===== src/rtl/mwb_pkg.sv =====
// Shared types and constants for the MEM/WB stage register.
// Field offsets used by the optional forwarding path (MWB_FWD_EN).
package mwb_pkg;

    localparam int MWB_PAYLOAD_W    = 96;
    localparam int MWB_DATA_W       = 32;
    localparam int MWB_RADDR_W      = 5;

    // Payload layout: bit 0 is MemtoReg, ALUOut sits at [63:32].
    localparam int MWB_MEMTOREG_BIT = 0;
    localparam int MWB_ALUOUT_LSB   = 32;

    typedef enum logic [0:0] {
        LD_IDLE = 1'b0,
        LD_HELD = 1'b1
    } ld_state_t;

endpackage


===== src/rtl/mwb_ldbuf.sv =====
// One-entry side buffer holding early load data until its load
// leaves MEM; first captured data wins while held.
module mwb_ldbuf
    import mwb_pkg::*;
#(
    parameter int DATA_W = MWB_DATA_W
) (
    input  logic              CLK,
    input  logic              nRST,
    input  logic              i_capture,
    input  logic              i_consume,
    input  logic              i_clear,
    input  logic [DATA_W-1:0] i_data,
    output logic [DATA_W-1:0] o_data,
    output ld_state_t         o_state
);

    ld_state_t         r_state;
    logic [DATA_W-1:0] r_data;

    always_ff @(posedge CLK or negedge nRST) begin
        if (!nRST) begin
            r_state <= LD_IDLE;
            r_data  <= '0;
        end else if (i_clear || i_consume) begin
            r_state <= LD_IDLE;
        end else if (i_capture && r_state == LD_IDLE) begin
            r_state <= LD_HELD;
            r_data  <= i_data;
        end
    end

    assign o_data  = r_data;
    assign o_state = r_state;

endmodule


===== src/rtl/mmwb_stage_reg.sv =====
// MEM/WB pipeline register with load-data alignment buffer.
// Define MWB_FWD_EN to add the fwd_* forwarding outputs.
module mmwb_stage_reg
    import mwb_pkg::*;
#(
    parameter int PAYLOAD_W = MWB_PAYLOAD_W,
    parameter int DATA_W    = MWB_DATA_W,
    parameter int RADDR_W   = MWB_RADDR_W
) (
    input  logic                 CLK,
    input  logic                 nRST,
    input  logic                 adv_i,
    input  logic                 stall_i,
    input  logic                 flush_i,
    input  logic                 in_valid,
    input  logic                 in_is_load,
    input  logic                 in_wen,
    input  logic [RADDR_W-1:0]   in_rd,
    input  logic [PAYLOAD_W-1:0] in_payload,
    input  logic                 dhit_i,
    input  logic [DATA_W-1:0]    dload_i,
    output logic                 ready_o,
    output logic                 out_valid,
    output logic                 out_wen,
    output logic [RADDR_W-1:0]   out_rd,
    output logic [PAYLOAD_W-1:0] out_payload,
    output logic [DATA_W-1:0]    out_load
`ifdef MWB_FWD_EN
   ,output logic                 fwd_valid,
    output logic [RADDR_W-1:0]   fwd_rd,
    output logic [DATA_W-1:0]    fwd_data
`endif
);

    logic                 r_valid;
    logic                 r_wen;
    logic [RADDR_W-1:0]   r_rd;
    logic [PAYLOAD_W-1:0] r_payload;
    logic [DATA_W-1:0]    r_load;

    logic                 w_adv_eff;
    logic                 w_mem_load;
    logic                 w_ready;
    logic                 w_capture;
    logic [DATA_W-1:0]    w_buf_data;
    ld_state_t            w_state;

    assign w_adv_eff  = adv_i & ~stall_i & ~flush_i;
    assign w_mem_load = in_valid & in_is_load;
    assign w_ready    = ~(w_mem_load & (w_state == LD_IDLE) & ~dhit_i);
    // Stalls still capture: only a real advance consumes the hit directly.
    assign w_capture  = dhit_i & w_mem_load & ~w_adv_eff;

    mwb_ldbuf #(
        .DATA_W (DATA_W)
    ) u_ldbuf (
        .CLK       (CLK),
        .nRST      (nRST),
        .i_capture (w_capture),
        .i_consume (w_adv_eff),
        .i_clear   (flush_i),
        .i_data    (dload_i),
        .o_data    (w_buf_data),
        .o_state   (w_state)
    );

    always_ff @(posedge CLK or negedge nRST) begin
        if (!nRST) begin
            r_valid   <= 1'b0;
            r_wen     <= 1'b0;
            r_rd      <= '0;
            r_payload <= '0;
            r_load    <= '0;
        end else if (flush_i) begin
            r_valid   <= 1'b0;
            r_wen     <= 1'b0;
        end else if (w_adv_eff) begin
            if (w_ready) begin
                r_valid   <= in_valid;
                r_wen     <= in_wen & in_valid;
                r_rd      <= in_rd;
                r_payload <= in_payload;
                if (w_mem_load) begin
                    r_load <= dhit_i ? dload_i : w_buf_data;
                end
            end else begin
                r_valid <= 1'b0;
                r_wen   <= 1'b0;
            end
        end
    end

    assign ready_o     = w_ready;
    assign out_valid   = r_valid;
    assign out_wen     = r_wen;
    assign out_rd      = r_rd;
    assign out_payload = r_payload;
    assign out_load    = r_load;

`ifdef MWB_FWD_EN
    assign fwd_valid = r_valid & r_wen;
    assign fwd_rd    = r_rd;
    assign fwd_data  = r_payload[MWB_MEMTOREG_BIT]
                     ? r_load
                     : r_payload[MWB_ALUOUT_LSB +: DATA_W];
`endif

endmodule

===== config.mk =====
export PLATFORM = sky130hd
export DESIGN_NAME = mmwb_stage_reg
export DESIGN_NICKNAME = d
export VERILOG_FILES = /design/src/rtl/mwb_pkg.sv /design/src/rtl/mwb_ldbuf.sv /design/src/rtl/mmwb_stage_reg.sv
export SDC_FILE = /design/constraint.sdc
export NUM_CORES = 1
export LEC_CHECK = 0
export ABC_AREA = 0
export CAP_MARGIN = 20
export CORE_MARGIN = 2
export CORE_UTILIZATION = 40
export CTS_CLUSTER_DIAMETER = 200
export DETAILED_ROUTE_END_ITERATION = 7
export HOLD_SLACK_MARGIN = 0.12
export PLACE_DENSITY = 0.76
export REMOVE_ABC_BUFFERS = 1
export SETUP_SLACK_MARGIN = 0.1
export SYNTH_ARGS = -nofsm -noshare
export SYNTH_HDL_FRONTEND = slang
export SYNTH_SLANG_ARGS = --single-unit

===== constraint.sdc =====
create_clock -name CLK -period 1.85 [get_ports CLK]
set_input_delay 0.37 -clock CLK [delete_from_list [all_inputs] [get_ports CLK]]
set_output_delay 0.37 -clock CLK [all_outputs]
set_load 0.01 [all_outputs]

# Yosys cells after proc, flatten, opt, wreduce, memory -nomap -nowiden
# Cells that the tools add are included.
# classes
mul,0
n_div,0
n_mux,9
reduce_logical,7
eq_ne,0
n_bitwise,15
addsub,0
magnitude_cmp,0
shift,0
# op_table
cell,n
two-way mux 32 bit,1
AND 1 bit,8
two-way mux 1 bit,8
NOT 1 bit,7
AND reduction 4 bit,1
nonzero test 2 bit,2
AND reduction 3 bit,1
AND reduction 2 bit,1
logical AND 1 bit,1
logical OR 1 bit,1
# word_totals
mem_bits_ro,0
ram_bits,0
inputBits,142
reg_bits,168
out_inout_bits,136
latchBits,0
n_memories,0

# Logic depth before layout (Yosys ltp)
# logic_depth
ltp_word,8
ltp_mapped,6

# By module
# From an unflattened synthesis, not the netlist that was laid out.
# unflattened
cells_unflattened,404
area_unflattened_um2,7126.8
# by_module_without_submodules
mod,cells_each,seq_area_each_um2,n_inst,area_per_inst_um2
mmwb_stage_reg,333,3378.2,1,5874.4
mwb_ldbuf,71,825.8,1,1252.5

# Worst setup path after synthesis
# No wires, ideal clock.
# synth_path
kind,input port to flip-flop
startpoint,input dhit_i
endpoint,register r_load[5] (netlist: out_load[5])
arrival_ps,1623
t_required_ps,1722
setup_ps,128
path_stages,4
slack_ps,100
n_path_buf,2
path_cell_list,clkbuf_1 -> clkbuf_1 -> mux2_2 -> mux2_1
# synth_between
elab_chain_cells,4
elab_cells_between_ends,5
# synth_rtl
item,line,text
from (decl),mmwb_stage_reg.sv:20,"input logic dhit_i,"
NOT 1 bit,mmwb_stage_reg.sv:50,assign w_ready = ~(w_mem_load & (w_state == LD_IDLE) & ~dhit_i);
AND 1 bit,mmwb_stage_reg.sv:50,
NOT 1 bit (no line),n/a,
AND reduction 4 bit (no line),n/a,
to (signal assigned),mmwb_stage_reg.sv:84,r_load <= dhit_i ? dload_i : w_buf_data;
to (decl),mmwb_stage_reg.sv:39,logic [DATA_W-1:0] r_load;
# Several ways; a longest one is shown, not always the timed one.
# A chain may end at the register's enable or synchronous reset.

# Worst setup path in the final report
# layout_path
startpoint,input in_valid
endpoint,output ready_o
# layout_between
elab_chain_cells,4
# layout_rtl
item,line,text
from (decl),mmwb_stage_reg.sv:15,"input logic in_valid,"
AND 1 bit,mmwb_stage_reg.sv:49,assign w_mem_load = in_valid & in_is_load;
AND 1 bit (2 in series),mmwb_stage_reg.sv:50,
NOT 1 bit (no line),n/a,
to (decl),mmwb_stage_reg.sv:22,"output logic ready_o,"
# No other way between the ends.

==> results.cfg <==
[final_layout]
filler_cells_inserted = 1193
final_cell_mix = 240 x clkdlybuf4s50_1, 168 x dfrtp_1, 99 x mux2_1
antennaDiodeCount = 0
layout.cell_area.non_filler_um2 = 10600
area.growth.synth_to_final_pct = 58.0
multi_input_comb_area_um2 = 2360
final_common_cell = clkdlybuf4s50_1
layout.area.seq_um2 = 4200
final_layout_size_suffix_gt1_share_pct = 21.9
final_nets = 846

[global_route]
grt_first_pass_wirelength_um = 27200
number_of_global_route_vias_before_repair = 5013
grt_usage_pct = 19.9
grt_overflow_total = 0
grt_max_degree = 46
grt_antenna_before_repair = 1

[detailed_routing]
route.final.wire_length_um = 17300
wl_per_cell_um = 18.5
drtAntennaViolNets = 0
first_iteration_detailed_routing_drc_count = 127
first_pass_iters = 4
drc = 0
detailroute.via_count = 4513
vias_per_cell = 4.82

[outcome]
status = complete, no violations

[logic_synthesis]
yosysSeqAreaShare_pct = 62.7
netlist_instances = 400
synth-seq-cells = 168
yosys_warnings = 0
synthesis.area_per_instance_um2 = 16.8
ys_types = 21
netlist_area_um2 = 6710

[timing]
timing.final.crit_share_pct = 93.3
grt_setup_unrepaired = no
drv_slew = 0
maxClockFrequency_mhz = 579
final.min_clock_period_ps = 1730
slew_headroom_pct = 74.3
timing.hold.ws_ps = 389
finalClockSkew_ps = 4.13
final_hold_violation_count = 0
setup_violations = 0
worst_slew_pin_slew_ps = 385

[clock_network]
cts_htree_levels = 4
max-clock-path-buffers = 2
clock_insertion_delay_worst_skew_ps = 420
cts.clk_slew.worst_paths_ps = 60
clock-root-buffer = clkbuf_16
cts_inserted_buffers = 17
cts_tree = yes
cts.sinks = 168

[pwr]
power-per-cell-area_nw_per_um2 = 1050
pwr-share-seq_pct = 43.9
cellInternalPower_mw = 8.25
p_comb_share_pct = 26.7
power.clock.fraction_pct = 29.4
p_sw_mw = 2.88
cellLeakagePower_nw = 4.65
sw_frac_of_total_pct = 25.9
ir_worst_vdd_mv = 0.611

[worst_setup_path]
cp_num_buf_inv = 3
worst_ep_arrival_time_ps = 1360
critical_path_class = input pin to primary output
gate_family_responsible_for_the_most_delay_along_the_worst_path = buffers and inverters
critical_path.max_fanout = 5
critical_path.slowest_cell = clkdlybuf4s50_1
cp_data_required_time_ps = 1480
cp-start-kind = input pin
worst_path_largest_cell_delay_ps = 480
path_cells = clkdlybuf4s50_1, buf_4, nand3_1, dlygate4sd2_1
timing.critical_path.to_type = primary output

[die]
placementRows = 47
die-area_um2 = 17800
ios = 278
floorplan.initialDensity_pct = 40.7
core_ar_um2 = 16500
die_h_um = 134
chipWidth_um = 134

[placed_design]
hpwlAfterDp_um = 12800
placed_standard_cell_area_um2 = 9900
portBuffers = 277
globalplace.congestion = 0.752

[job]
drv.max_cap_violation_count = 0

[min_path]
hp_class = input pin to register
[worst min-delay path, delay by kind of cell]
family | cells | cell delay [ps]
buffers and inverters | 2 | 350
and+or+nand+nor | 1 | 50
[what timing repair did]
item	4_1_cts	5_1_grt
setup endpoints to repair	148	35
gates cloned	2	0
buffers inserted	3	2
hold buffers	1	0
pin swaps	2	2
resized for setup	22	18
hold endpoints to repair	32	0
[metrics by stage]
| step | total power [mW] | std cells | worst slack (ps) | setup TNS, ps | util [%] |
|---|---|---|---|---|---|
| 2_1_floorplan | 5.96 | 379 | -1330 | -166850 | - |
| 3_3_place_gp | 7.89 | 897 | -403 | -60470 | 60.1 |
| 3_5_place_dp | 8.00 | 897 | -439 | -63560 | 60.1 |
| 4_1_cts | 11.3 | 934 | 103 | 0 | 64.0 |
| 5_1_grt | 11.7 | 936 | 73.1 | 0 | 64.4 |
| 6_report | 11.1 | 936 | 124 | 0 | 64.4 |
[power groups by stage]
stage | registers [mW] | logic, mW | clock network [mW]
after CTS | 4.89 | 3.05 | 3.37
after global placement | 4.90 | 2.99 | 0
after floorplan | 5.18 | 0.778 | 0
after global routing | 4.99 | 3.17 | 3.51
final | 4.89 | 2.97 | 3.27
after detailed placement | 4.95 | 3.05 | 0
[cell usage after synthesis (all sizes together)]
| cell type | instances | area share, % |
|---|---|---|
| nand2b | 1 | 0.093 |
| mux2 | 197 | 33 |
| nor3 | 2 | 0.22 |
| nand2 | 1 | 0.056 |
| clkbuf | 4 | 0.22 |
| nor2 | 2 | 0.15 |
| nor2b | 1 | 0.093 |
| nor4 | 1 | 0.32 |
| a32o | 1 | 0.15 |
| a31oi | 2 | 0.41 |
| nand3 | 1 | 0.075 |
| dfrtp | 168 | 63 |
| a22o | 1 | 0.13 |
| or3b | 1 | 0.17 |
| buf | 17 | 2.2 |
[metal layers]
metal	global-route usage (%)	vias up	share of wire (%)
met4	7.62	2	2.2
li1	-	2045	-
met3	8.11	25	9.2
met5	0	-	0.052
met1	23.1	2257	39
met2	33.1	184	50
[kinds of logic after synthesis]
kind of cell	Yosys count	share of synthesized area (%)
flops	168	62.7
buf+inv	21	2.41
compound gates	4	0.690
simple gates	10	1.17
mux	197	33.1
[state kept, by name, indices dropped and copies added (netlist names)]
name / cells
out_valid: 1
u_ldbuf.o_state: 1
out_payload: 96
out_wen: 1
out_load: 32
u_ldbuf.o_data: 32
out_rd: 5
[path summary, 6_finish.rpt]
| path | cells past startpoint | endpoint | slack [ps] | startpoint |
|---|---|---|---|---|
| max in group asynchronous | 3 | out_payload[87] | 840 | nRST |
| min in group asynchronous | 2 | u_ldbuf.o_data[22] | 420 | nRST |
| hold / removal | 3 | u_ldbuf.o_state | 390 | flush_i |
| setup / recovery | 4 | ready_o | 120 | in_valid |
| setup reg to reg | 6 | out_payload[36] | 180 | u_ldbuf.o_state |
| hold reg to reg | 1 | u_ldbuf.o_data[11] | 480 | u_ldbuf.o_data[11] |
[area by class of cell]
type / count / share of cell area (%)
flip-flops and latches: 168 / 39.7
multi-input cells: 211 / 22.2
clock buffers: 24 / 4.36
well taps: 220 / 2.60
repair buffers: 306 / 30.5
clock inverters: 7 / 0.685
No activity file was read; power rests on OpenSTA's default activity.
==> RTL change 1 (same flow settings) <==
Set the package constant `MWB_DATA_W` to 36 (it was 32).
--- a/src/rtl/mwb_pkg.sv
+++ b/src/rtl/mwb_pkg.sv
@@ -3,7 +3,7 @@
 package mwb_pkg;
 
     localparam int MWB_PAYLOAD_W    = 96;
-    localparam int MWB_DATA_W       = 32;
+    localparam int MWB_DATA_W       = 36;
     localparam int MWB_RADDR_W      = 5;
 
     // Payload layout: bit 0 is MemtoReg, ALUOut sits at [63:32].
Interface: changed (resized dload_i and out_load); port bits go from 278 to 286. No check against the original RTL was run, so the function may have changed too.
==> RTL change 1 against the original RTL <==
Clock power up 21%. Setup slack better by 0.019 ns. Synthesized area up 5.3%. Final area up 6.3%. Total power up 10%. Core utilization up 0.79 points. Via count up 5.5%. Sequential cell count up 8. Sequential power up 4.9%. Wire length up 7.3%. Synthesized cell count up 5.0%. Largest cell class unchanged.
==> RTL change 1: results (changes against the original RTL) <==
metric,value,unit,change
Comb pwr share,0.258,,was 0.267
sequential share of cell area,0.3907,,was 0.3966
post-DR wirelength/cell,18.98,um,was 18.45 um
vias in the first global route,5387,,"was 5,013"
Mapped Cells,420,,was 400
routed length on met3,1.786,mm,was 1.582 mm
cell leakage power,5.295,nW,was 4.646 nW
slowest CP cell,or3b_4,,was clkdlybuf4s50_1
Port Buf Inserts,285,,was 277
Syn Area/Cell,16.83,um2,was 16.77 um2
clock buf count,18,,was 24
outcome,"complete, no violations",,unchanged
grt met2 use,0.3550,,was 0.3308
Placed Cells incl. Taps,936,,was 897
first-pass GRT wire length,28.85,mm,was 27.23 mm
post-DR vias/cell,4.872,,was 4.822
Clock buf/inv share,0.05794,,was 0.05040
post-synth cell types,19,,was 21
Multi-input gate area,0.002492,mm2,was 0.002359 mm2
met3 Track Usage GR,0.09296,,was 0.08105
Fill cells,1215,,"was 1,193"
multi-input gates,223,,was 211
sequential share of power,0.418,,was 0.439
Post-synth top cells,"mux2_2 (197), dfrtp_1 (176), buf_6 (14), mux2_1 (12), buf_2 (4)",,"was dfrtp_1 (168), mux2_1 (100), mux2_2 (97), buf_4 (7), buf_6 (7)"
Crit path arrival time,2.02,ns,was 1.36 ns
Synth area leaders,"dfrtp_1 (62%), mux2_2 (31%), buf_6 (2.2%)",,"was dfrtp_1 (63%), mux2_1 (17%), mux2_2 (16%)"
Crit Reg-Reg Endpoint,out_payload[67],,was out_payload[36]
clock skew,0.01146,ns,was 0.004130 ns
initial antenna violation count,0,,was 1
sequential cell area fraction in the yosys report,0.6232,,was 0.6266
largest net degree at the start of global routing,45,,was 46
peak supply drop,0.8755,mV,was 0.6113 mV
## RTL change 1: changes by cell type in the layout (fill, tap and decap cells not counted), sizes merged, moves of 5 or more
cell | before | now
buf | 28 | 36
mux2 | 197 | 209
dfrtp | 168 | 176
clkdlybuf4s50 | 240 | 211
dlymetal6s2s | 17 | 50
inv | 0 | 5
## RTL change 1: through the flow
stage / worst slack [ns] / hold slack, ns / power [mW] / util / setup TNS [ns]
6_report: 0.1427 / 0.3889 / 12.26 / 0.6517 / 0
5_1_grt: 0.09964 / 0.3925 / 12.89 / 0.6517 / 0
4_1_cts: 0.03555 / 0.3629 / 12.51 / 0.6442 / 0
3_5_place_dp: -0.5467 / 0.3411 / 8.490 / 0.5974 / -72.60
3_3_place_gp: -0.5008 / 0.3337 / 8.346 / 0.5974 / -68.23
2_1_floorplan: -2.666 / 0.07441 / 6.375 / - / -304.31
## RTL change 1: logic make-up (layout without fill, tap and decap cells)
family	after synthesis	count (layout)	synth area share
buffers and inverters	21	353	0.02673
and+or+nand+nor	10	10	0.01169
AOI/OAI and AO/OA	4	4	0.005312
muxes	209	209	0.3330
DFF	176	176	0.6232
## RTL change 1: worst max-delay path by stage
| stage | start | to |
|---|---|---|
| floorplan | stall_i | out_payload[0] |
| global placement | adv_i | out_payload[1] |
| detailed placement | stall_i | out_payload[57] |
| CTS | u_ldbuf.o_state | ready_o |
| global route | out_payload[70] | out_payload[70] |
| finish | flush_i | out_payload[66] |
## RTL change 1: what timing repair did
action,CTS,global route
buffers inserted,4,1
cloned,3,0
hold buffers,1,0
hold endpoints to repair,37,0
endpoints found under the setup margin,155,71
pin swaps,1,2
gates resized for setup,32,55
==> RTL change 2 (config.mk and constraints unchanged) <==
Without the edit above. Make the reset (`nRST`) synchronous in 2 clocked blocks.
--- a/src/rtl/mwb_ldbuf.sv
+++ b/src/rtl/mwb_ldbuf.sv
@@ -18,7 +18,7 @@
     ld_state_t         r_state;
     logic [DATA_W-1:0] r_data;
 
-    always_ff @(posedge CLK or negedge nRST) begin
+    always_ff @(posedge CLK) begin
         if (!nRST) begin
             r_state <= LD_IDLE;
             r_data  <= '0;
--- a/src/rtl/mmwb_stage_reg.sv
+++ b/src/rtl/mmwb_stage_reg.sv
@@ -64,7 +64,7 @@
         .o_state   (w_state)
     );
 
-    always_ff @(posedge CLK or negedge nRST) begin
+    always_ff @(posedge CLK) begin
         if (!nRST) begin
             r_valid   <= 1'b0;
             r_wen     <= 1'b0;
Check against the original RTL: differs if nRST is asserted again (counterexample within 4 cycles, from zero or initial values and one cycle with nRST low); with nRST held inactive, the same outputs for 4 cycles.
==> RTL change 2 against the original RTL <==
Register-to-register slack better by 0.27 ns. Clock skew up 0.0038 ns. Setup slack better by 0.0096 ns. Wire length up 8.3%. Final area up 1.4%. Critical endpoint is now out_payload[86]. Synthesized area up 4.1%. Die area up 4.0%. Global-route usage about the same. Sequential cell count unchanged.
Power is not compared: it rests on default switching activity, and its combinational part moved more than twofold at a synthesized area within 25%.
==> RTL change 2: results (changes against the original RTL) <==
metric,value,unit,change
worst hold start,dhit_i,,was flush_i
clock skew,0.007925,ns,was 0.004130 ns
DP Wirelength,13.18,mm,was 12.80 mm
sequential cell area fraction in the yosys report,0.4814,,was 0.6266
post-synth cell types,23,,was 21
PostCTS Resize Cnt,5,,was 22
DRT iter0 DRCs,357,,was 127
peak supply drop,0.6051,mV,
cell leakage power,4.545,nW,
Critical Path Start,out_payload[86],,was in_valid
Synth area leaders,"dfxtp_1 (48%), mux2i_1 (24%), nand2_1 (14%)",,"was dfrtp_1 (63%), mux2_1 (17%), mux2_2 (16%)"
Max transition margin,0.7353,,was 0.7432
RR Startpoint,u_ldbuf.o_state,,unchanged
outcome,"complete, no violations",,unchanged
CP max stage delay,0.56,ns,was 0.48 ns
htree depth,4,,unchanged
Hold Crit Class,input pin to flip-flop,,unchanged
max FFs per register,96,,unchanged
Total Wirelength,18.70,mm,was 17.27 mm
RePlAce Congestion,0.7785,,was 0.7522
vias in the first global route,5717,,"was 5,013"
initial antenna violation count,0,,was 1
ys async rst share,0,,was 1.000
layout cells sized above 1,0.06569,,was 0.2193
final core utilization,0.6255,,was 0.6438
CP Max Fanout,2,,was 5
Post-synth top cells,"nand2_1 (268), dfxtp_1 (168), mux2i_1 (165), clkbuf_1 (37)",,"was dfrtp_1 (168), mux2_1 (100), mux2_2 (97), buf_4 (7), buf_6 (7)"
Fill cells,1419,,"was 1,193"
nets,1149,,was 846
post-DR vias/cell,4.816,,was 4.822
-- RTL change 2: worst paths after layout --
kind / endpoint / slack (ns) / depth (start not counted)
setup reg to reg: out_payload[62] / 0.45 / 4
hold / removal: u_ldbuf.o_state / 0.36 / 3
setup / recovery: out_payload[86] / 0.13 / 1
hold reg to reg: out_payload[8] / 0.46 / 2
-- RTL change 2: kinds of logic after synthesis --
group           after synthesis  synth area share
flops                       168            0.4814
simple gates                312            0.1834
mux                         165            0.2364
buf+inv                      62           0.04925
compound gates               36           0.04961
-- RTL change 2: metrics by stage --
| step | std cells | setup WS (ns) | cell area, um2 | power (mW) |
|---|---|---|---|---|
| 5_1_grt | 1245 | 0.1007 | 10740 | 9.150 |
| 3_3_place_gp | 1213 | -0.1577 | 10050 | 4.861 |
| 4_1_cts | 1245 | 0.1001 | 10720 | 8.928 |
| 3_5_place_dp | 1213 | -0.2155 | 10050 | 4.867 |
| 2_1_floorplan | 681 | -3.156 | 6643 | 4.179 |
| 6_report | 1245 | 0.1338 | 10740 | 8.832 |
-- RTL change 2: layout make-up --
| class | count | share of cell area |
|---|---|---|
| well taps | 225 | 0.02620 |
| multi-input cells | 513 | 0.3060 |
| clock buffers | 18 | 0.03994 |
| clock inverters | 14 | 0.02271 |
| repair buffers | 307 | 0.2921 |
| flip-flops and latches | 168 | 0.3130 |
-- RTL change 2: power by group through the flow --
stage	registers, mW	logic (mW)	clock network [mW]
detailed placement	3.84	1.02	0
global placement	3.84	1.02	0
CTS	3.77	1.02	4.14
global route	3.77	1.09	4.28
floorplan	3.88	0.301	0
finish	3.77	1.01	4.05
-- RTL change 2: layer usage --
metal,global-route usage,vias up,share of wire
li1,-,3011,-
met1,0.2408,2745,0.43
met2,0.3227,216,0.46
met3,0.07867,24,0.093
met4,0.06481,0,0.014
met5,0,-,0
